<file path="src/rtl/cmd_dispatch_sched.sv">
// Command queue and dispatcher: frame parser -> SPI / I2C engines / DUT enable.
// Optional WAIT-state watchdog is enabled with `define CMD_TIMEOUT_EN.
module cmd_dispatch_sched #(
    parameter int DEPTH       = 4,
    parameter int TIMEOUT_CYC = 4096
) (
    input  logic       clk,
    input  logic       rst_n,
    input  logic       frame_valid,
    input  logic [7:0] cmd_type,
    input  logic [7:0] cmd_arg,
    output logic       cmd_ready,
    output logic       ovf_err,
    output logic       spi_start,
    input  logic       spi_busy,
    input  logic       spi_done,
    output logic       i2c_start,
    input  logic       i2c_busy,
    input  logic       i2c_done,
    output logic [7:0] eng_arg,
    output logic       dut_en,
    output logic       rsp_valid,
    input  logic       rsp_ready,
    output logic [7:0] rsp_cmd,
    output logic [1:0] rsp_status
);
    localparam int AW = $clog2(DEPTH);
    localparam logic [1:0] ST_OK  = 2'b00;
    localparam logic [1:0] ST_ILL = 2'b01;
    localparam logic [1:0] ST_TO  = 2'b10;

    typedef enum logic [1:0] {S_IDLE, S_ISSUE, S_WAIT, S_RESP} state_t;

    state_t      r_state;
    state_t      w_nxt;
    logic [15:0] r_mem [DEPTH];
    logic [AW:0] r_wr_ptr;
    logic [AW:0] r_rd_ptr;
    logic [7:0]  r_cur_cmd;
    logic [7:0]  r_cur_arg;
    logic        r_ovf;
    logic        r_spi_start;
    logic        r_i2c_start;
    logic [7:0]  r_eng_arg;
    logic        r_dut_en;
    logic [7:0]  r_rsp_cmd;
    logic [1:0]  r_rsp_status;

    logic        w_empty;
    logic        w_full;
    logic        w_push;
    logic        w_pop;
    logic        w_is_spi;
    logic        w_is_i2c;
    logic        w_is_on;
    logic        w_is_off;
    logic        w_tgt_done;
    logic        w_spi_go;
    logic        w_i2c_go;
    logic        w_dut_set;
    logic        w_dut_clr;
    logic        w_rsp_ld;
    logic [1:0]  w_rsp_st;

    assign w_empty = (r_wr_ptr == r_rd_ptr);
    assign w_full  = (r_wr_ptr[AW] != r_rd_ptr[AW]) &&
                     (r_wr_ptr[AW-1:0] == r_rd_ptr[AW-1:0]);
    // A pop in the same cycle frees a slot, so a full FIFO can still accept
    assign w_push  = frame_valid && (!w_full || w_pop);

    assign w_is_spi   = (r_cur_cmd == 8'h01);
    assign w_is_i2c   = (r_cur_cmd == 8'h02);
    assign w_is_on    = (r_cur_cmd == 8'h03);
    assign w_is_off   = (r_cur_cmd == 8'h04);
    assign w_tgt_done = w_is_spi ? spi_done : i2c_done;

`ifdef CMD_TIMEOUT_EN
    logic [15:0] r_to_cnt;

    always_ff @(posedge clk or negedge rst_n) begin
        if (!rst_n)
            r_to_cnt <= '0;
        else if (r_state != S_WAIT)
            r_to_cnt <= '0;
        else
            r_to_cnt <= r_to_cnt + 16'd1;
    end
`else
    logic w_unused_timeout;
    assign w_unused_timeout = (TIMEOUT_CYC == 0);
`endif

    always_comb begin
        w_nxt     = r_state;
        w_pop     = 1'b0;
        w_spi_go  = 1'b0;
        w_i2c_go  = 1'b0;
        w_dut_set = 1'b0;
        w_dut_clr = 1'b0;
        w_rsp_ld  = 1'b0;
        w_rsp_st  = ST_OK;
        unique case (r_state)
            S_IDLE: begin
                if (!w_empty) begin
                    w_pop = 1'b1;
                    w_nxt = S_ISSUE;
                end
            end
            S_ISSUE: begin
                unique case (1'b1)
                    w_is_spi: begin
                        if (!spi_busy) begin
                            w_spi_go = 1'b1;
                            w_nxt    = S_WAIT;
                        end
                    end
                    w_is_i2c: begin
                        if (!i2c_busy) begin
                            w_i2c_go = 1'b1;
                            w_nxt    = S_WAIT;
                        end
                    end
                    w_is_on: begin
                        w_dut_set = 1'b1;
                        w_rsp_ld  = 1'b1;
                        w_nxt     = S_RESP;
                    end
                    w_is_off: begin
                        w_dut_clr = 1'b1;
                        w_rsp_ld  = 1'b1;
                        w_nxt     = S_RESP;
                    end
                    default: begin
                        w_rsp_ld = 1'b1;
                        w_rsp_st = ST_ILL;
                        w_nxt    = S_RESP;
                    end
                endcase
            end
            S_WAIT: begin
                if (w_tgt_done) begin
                    w_rsp_ld = 1'b1;
                    w_nxt    = S_RESP;
                end
`ifdef CMD_TIMEOUT_EN
                else if (r_to_cnt == 16'(TIMEOUT_CYC - 1)) begin
                    w_rsp_ld = 1'b1;
                    w_rsp_st = ST_TO;
                    w_nxt    = S_RESP;
                end
`endif
            end
            S_RESP: begin
                if (rsp_ready)
                    w_nxt = S_IDLE;
            end
            default: w_nxt = S_IDLE;
        endcase
    end

    always_ff @(posedge clk or negedge rst_n) begin
        if (!rst_n)
            r_state <= S_IDLE;
        else
            r_state <= w_nxt;
    end

    always_ff @(posedge clk or negedge rst_n) begin
        if (!rst_n) begin
            for (int i = 0; i < DEPTH; i++)
                r_mem[i] <= '0;
            r_wr_ptr  <= '0;
            r_rd_ptr  <= '0;
            r_cur_cmd <= '0;
            r_cur_arg <= '0;
            r_ovf     <= 1'b0;
        end else begin
            if (w_push) begin
                r_mem[r_wr_ptr[AW-1:0]] <= {cmd_type, cmd_arg};
                r_wr_ptr <= r_wr_ptr + {{AW{1'b0}}, 1'b1};
            end
            if (w_pop) begin
                {r_cur_cmd, r_cur_arg} <= r_mem[r_rd_ptr[AW-1:0]];
                r_rd_ptr <= r_rd_ptr + {{AW{1'b0}}, 1'b1};
            end
            if (frame_valid && !w_push)
                r_ovf <= 1'b1;
        end
    end

    // Starts are registered so each engine sees a clean single-cycle pulse
    always_ff @(posedge clk or negedge rst_n) begin
        if (!rst_n) begin
            r_spi_start  <= 1'b0;
            r_i2c_start  <= 1'b0;
            r_eng_arg    <= '0;
            r_dut_en     <= 1'b0;
            r_rsp_cmd    <= '0;
            r_rsp_status <= '0;
        end else begin
            r_spi_start <= w_spi_go;
            r_i2c_start <= w_i2c_go;
            if (w_spi_go || w_i2c_go)
                r_eng_arg <= r_cur_arg;
            if (w_dut_set)
                r_dut_en <= 1'b1;
            else if (w_dut_clr)
                r_dut_en <= 1'b0;
            if (w_rsp_ld) begin
                r_rsp_cmd    <= r_cur_cmd;
                r_rsp_status <= w_rsp_st;
            end
        end
    end

    assign cmd_ready  = !w_full;
    assign ovf_err    = r_ovf;
    assign spi_start  = r_spi_start;
    assign i2c_start  = r_i2c_start;
    assign eng_arg    = r_eng_arg;
    assign dut_en     = r_dut_en;
    assign rsp_valid  = (r_state == S_RESP);
    assign rsp_cmd    = r_rsp_cmd;
    assign rsp_status = r_rsp_status;

endmodule

</file>
<file path="config.mk">
export PLATFORM = sky130hd
export DESIGN_NAME = cmd_dispatch_sched
export DESIGN_NICKNAME = d
export VERILOG_FILES = /design/src/rtl/cmd_dispatch_sched.sv
export SDC_FILE = /design/constraint.sdc
export NUM_CORES = 1
export LEC_CHECK = 0
export ABC_AREA = 0
export BUFFER_PORTS_ARGS = -buffer_cell sky130_fd_sc_hd__buf_2
export CORE_ASPECT_RATIO = 0.9
export CORE_MARGIN = 2
export CORE_UTILIZATION = 40
export CTS_CLUSTER_DIAMETER = 30
export DETAILED_ROUTE_END_ITERATION = 10
export SLEW_MARGIN = 10
export SYNTH_ARGS = -nofsm -noshare
export SYNTH_HDL_FRONTEND = slang
export SYNTH_SLANG_ARGS = --single-unit
</file>
<file path="constraint.sdc">
create_clock -name clk -period 2.6 [get_ports clk]
set_input_delay 0.39 -clock clk [delete_from_list [all_inputs] [get_ports clk]]
set_output_delay 0.39 -clock clk [all_outputs]
set_load 0.01 [all_outputs]
</file>
# Word level (Yosys, flattened, before mapping)
# Cells that the tools add are included.
totals:
  ff_bits: 110
  input_bits: 24
  out_inout_bits: 24
  word_cells: 84
op_classes:
  addsub: 2
  n_lt_le_gt_ge: 3
  n_eq_ne: 15
  n_mux: 33
  bitwise: 2
  reduce_logical: 13
ops:
  columns: ["op", "count"]
  rows:
  - ["64-bit bitwise mux", 1]
  - ["16-bit 2-to-1 mux", 3]
  - ["16-bit binary-select mux with 2-bit select", 1]
  - ["16-bit demux with 2-bit select", 1]
  - ["1-bit 2-to-1 mux", 19]
  - ["8-bit by 2-bit == test with 1-bit output (second input constant)", 2]
  - ["2-bit 2-to-1 mux", 5]
  - ["8-bit by 1-bit == test with 1-bit output (second input constant)", 1]
  - ["8-bit by 3-bit == test with 1-bit output (second input constant)", 1]
  - ["2-bit one-hot mux with 4 select lines", 1]
  - ["3-bit by 1-bit adder with 3-bit output (second input constant)", 2]
  - ["3-bit >= comparator (second input constant)", 2]
  - ["3-bit inequality test (second input constant)", 2]
  - ["2-bit NOT with 3-bit output", 2]
  - ["5-bit AND reduction", 1]
  - ["2-bit == test (second input constant)", 2]
  - ["1-bit logical AND", 4]
  - ["2-bit inequality test (second input constant)", 2]
  - ["2-bit one-hot mux with 2 select lines", 1]
  - ["4-bit OR reduction", 1]
  - ["3-bit == test", 1]
  - ["3-bit by 1-bit less-than comparator with 1-bit output (second input constant)", 1]
  - ["2-bit by 1-bit == test with 1-bit output (second input constant)", 1]
  - ["2-bit == test", 1]
  - ["other kinds (8)", 10]

# Depth between registers and ports, before layout
depth:
  ltp_word: 7
  ltp_mapped: 8
  mapped_depth_nobuf: 6

# Worst setup path before layout
# Ideal clock, no wire load.
synth_path:
  path_type: "reg-to-reg"
  start: "register r_rd_ptr[0]"
  end: "register r_mem[54] in the netlist's numbering"
  setup_ps: 125
  arrival_time_ps: 2109
  t_required_ps: 2475
  setup_slack_ps: 367
  path_stages_with_launch: 9
  path_buffers: 3
  synth_period_minus_slack_ps: 2233
  path_cell_list: "dfrtp_1 -> buf_2 -> xor2_1 -> or3_1 -> o21a_1 -> buf_4 -> nand2_2 -> buf_4 -> mux2_2"
synth_via:
  elab_chain_cells: 5
  elab_cells_between_ends: 8
  classes_between: "eq/ne: 2; mux: 2; reduce/logical: 4"
synth_rtl:
  columns: ["item", "line", "rtl"]
  rows:
  - ["start: declaration", "38", "logic [AW:0] r_rd_ptr;"]
  - ["start signal: assignment", "184", "r_rd_ptr <= r_rd_ptr + {{AW{1'b0}}, 1'b1};"]
  - ["2-bit == test", "67", "(r_wr_ptr[AW-1:0] == r_rd_ptr[AW-1:0]);"]
  - ["1-bit logical AND", "66", "assign w_full = (r_wr_ptr[AW] != r_rd_ptr[AW]) &&"]
  - ["1-bit logical NOT", null, null]
  - ["via cmd_ready", "12", "output logic cmd_ready,"]
  - ["1-bit logical OR", "69", "assign w_push = frame_valid && (!w_full || w_pop);"]
  - ["1-bit logical AND", "69", null]
  - ["end signal: indexed assignment", "179", "r_mem[r_wr_ptr[AW-1:0]] <= {cmd_type, cmd_arg};"]
  - ["end: declaration", "36", "logic [15:0] r_mem [DEPTH];"]
# The timed path passes the listed nets, and every way through them passes these cells.
# A chain may end at the register's enable or synchronous reset.

# Worst setup path in the final report
layout_path:
  start: "register r_cur_cmd[5]"
  end: "register r_rsp_cmd[4], in the netlist rsp_cmd[4]"
layout_via:
  elab_chain_cells: 4
  elab_cells_between_ends: 7
  classes_between: "eq/ne: 2; mux: 4; reduce/logical: 1"
layout_rtl:
  columns: ["item", "line", "rtl"]
  rows:
  - ["start: declaration", "39", "logic [7:0] r_cur_cmd;"]
  - ["start signal: assignment", "183", "{r_cur_cmd, r_cur_arg} <= r_mem[r_rd_ptr[AW-1:0]];"]
  - ["8-bit by 1-bit == test with 1-bit output / 8-bit by 2-bit == test with 1-bit output (equally long branches)", "71, 72", null]
  - ["1-bit 2-to-1 mux / 2-bit OR reduction (equally long branches)", null, null]
  - ["1-bit 2-to-1 mux, on equally long branches", "141, 110", null]
  - ["1-bit one-hot mux with 2 select lines (*)", "102", "unique case (r_state)"]
  - ["end signal: assignment", "210", "r_rsp_cmd <= r_cur_cmd;"]
  - ["end: declaration", "46", "logic [7:0] r_rsp_cmd;"]
# Mark *: on every way between the ends. The rest lies on a longest branch, timed or not.

==> impl_results.md <==
- Initial Utilization: 40.7%
- Area grow syn2layout: 14.0%
- Multi-input logic area: 2020 um^2
- Reg clk slew, reported paths: around 0.070 ns
- Synthesized area per cell: 15.4 um^2
- Initial antenna violation count: 0
- Overall power: 7440 uW
- Adder-cell area share of the yosys netlist: 2.31%
- P per Cell Area: 1340 nW/um^2
- Syn nets: between 300 and 400
- GP Congestion: roughly 0.74
- CP Class: flip-flop to flip-flop
- CP startpoint kind: flip-flop
- # resized after CTS: 0
- Detailed Place HPWL: 6.09 mm
- Pin count of the biggest net entering global routing: 54
- Placement Rows: 38
- Slew headroom: 53.1%
- Xor-xnor portion of the synthesized cell area: 1.62%
- Hold Buf Count CTS: 0
- Mapped Cells: 316
- Sequential cell area fraction in the yosys report: 56.0%
- Max Clock Skew: about 0.006 ns
- Mux share of post-synthesis cell area: approximately 31%
- CTS tree: done
- Post-CTS setup buffers: 0
- CTS max path bufs: 2
- Main combinational cell family by area after synthesis: multiplexers
- Die Footprint: between 10000 and 15000 um^2
- Number of synthesized flops with an enable pin: 0
- Register Area: 2730 um^2
- Worst-margin pin slew: 0.703 ns
- Worst skew pair latency: roughly 0.33 ns
- Critical Path RT: 2.82 ns
- Worst Path Arrival: between 2 and 3 ns
- Setup TNS: 0 ns
- Endpoints failing setup: 0
- Setup crit end kind: flip-flop
- Peak supply drop: between 0.0003 and 0.0004 V
- Final hold violation count: 0
- Root Buffer: clkbuf_16
- Vias in the first global route: approximately 2800
- Share of cells above drive strength 1: between 50% and 60%
- Synth Warn #: 0
- Total gr overflow: 0
- Wire per inst: 17.2 um
- Max-slew violation count: 0
- ANT nets after route: 0
- Final cell count without fillers: 526
- Initial DRC count: about 120
- Placed insts: a little over 500
- Synth Area in Compound Gates: 2.62%
- H-tree Lvls: 3
- #FFs+latches synth: 109
- Die Wd: between 100 and 150 um
- All-layer global routing usage: 15.2%
- CP Max Fanout: 9
- Routed vias/inst: 5.02
- Worst Hold Class: input port to async pin
- DRC Markers: 0
- Netlist cell types: 46
- Final worst path period need: 2.39 ns
- Placeable Area: ~12000 um^2
- Static Leak: 0.00250 uW
- Net count, final: about 400
- Simple-gate share of the synthesized area: between 4 and 5%
- Max Clock Freq: 418 MHz
- WL final: roughly 9.0 mm
- Ys flop type: dfrtp_1
- First-pass GRT wire length: 15.4 mm
- Fillers: 1091
- Status: finished clean
- Vias post-DR: 2643
- Die span in y: approximately 110 um
- Ant. Diodes: 0
- TritonCTS Buffers: 9
- RSZ-0062 raised after global routing: false
- Drt pass-1 iters: 4
- Max_cap viols: 0
- FFs w/ async S/R, synth: 100%
- Mapped cell area: 4870 um^2
- # IOs: between 40 and 50
- Final Cycle Share: 92.1%
- Clk sinks: 109
- PortBufs: 46
-- routing by layer --
layer	GRT usage (%)	routed length (um)	share of wire (%)
met1	21.9	4410	49
met2	23.4	4240	47
met3	2.77	241	2.7
met4	5.23	131	1.5
met5	0	0	0
-- critical path, stage by stage (launching register included) --
cell	delay, ns
dfrtp_1	0.40
nor2_1	0.21
or4b_1	0.58
o31a_1	0.38
o21ai_4	0.33
mux2_2	0.38
-- cell type report --
type	count	share of cell area [%]
Clock buffer	10	4.30
Clock inverter	4	0.901
Inverter	9	0.608
Multi-Input combinational cell	183	36.4
Sequential cell	109	49.1
Tap cell	160	3.61
Timing Repair Buffer	51	5.09
-- synthesized netlist by cell type, types with 2 or more instances --
library cell  count  area (um^2)
o21ai_0           2         10.0
nor2_1            7         26.3
dfrtp_1         109         2730
mux2_4            8          120
clkbuf_1          3         11.3
nor4_1            2         12.5
buf_2             4         20.0
buf_4             6         45.0
xnor2_1           4         35.0
mux2_2           89         1000
nand2_2           2         12.5
mux4_2           16          360
o22ai_1           2         12.5
nand2b_1          2         12.5
ha_1              9          113
nand2_1           5         18.8
nor3_1            4         20.0
nand2_4           2         22.5
inv_1             9         33.8
xor2_1            5         43.8
-- flip-flops by register name, indices dropped and copies added (netlist names) --
register and cells:
r_mem 64, eng_arg 8, r_cur_arg 8, r_cur_cmd 8
rsp_cmd 8, r_rd_ptr 3, r_wr_ptr 3, r_state 2
dut_en 1, i2c_start 1, ovf_err 1, rsp_status 1
spi_start 1
-- cell usage in the layout, fill, tap and decap left out, types with 2 or more instances in the layout --
master      count
inv_1           9
nor2_1          7
o22ai_1         2
nand2b_1        2
o21ai_0         2
nand2_4         2
buf_4           5
nand2_1         5
mux2_4          8
mux4_2         16
dfrtp_1       109
clkbuf_16       9
nand2_2         2
mux2_2         89
xor2_1          5
xnor2_1         4
nor3_1          4
nor4_1          2
clkinvlp_4      2
ha_1            9
buf_2          45
-- stage by stage --
stage	area (um^2)	worst slack (ns)	hold slack, ns	utilization (%)
after CTS	5550	0.221	0.121	46.3
after detailed placement	5260	0.238	0.452	43.9
final	5550	0.207	0.104	46.3
after floorplan	4870	0.367	0.0944	-
after global routing	5550	0.0623	0.145	46.3
after global placement	5260	0.255	0.437	43.9
-- worst paths after layout --
| path | start | endpoint | slack (ns) | depth (start not counted) |
|---|---|---|---|---|
| hold reg to reg | ovf_err | ovf_err | 0.46 | 1 |
| min in group clk | i2c_busy | i2c_start | 0.25 | 2 |
| max in group asynchronous | rst_n | eng_arg[6] | 1.78 | 2 |
| setup / recovery | r_cur_cmd[5] | rsp_cmd[4] | 0.21 | 5 |
| hold / removal | rst_n | eng_arg[4] | 0.10 | 1 |
| setup reg to reg | r_cur_cmd[5] | rsp_cmd[4] | 0.21 | 5 |
-- cells by family after synthesis --
| family | Yosys count |
|---|---|
| adder cells (fa/ha/maj) | 9 |
| XOR/XNOR | 9 |
| AO/OA/AOI/OAI | 16 |
| other | 1 |
| buffers and inverters | 24 |
| flip-flops | 109 |
| AND/OR/NAND/NOR | 34 |
| multiplexers | 114 |
-- where the power goes --
group	switching (uW)	total [uW]	internal [uW]
Combinational	1260	3010	1740
Clock	593	1350	762
Sequential	517	3080	2560
No activity file was read; power rests on OpenSTA's default activity.
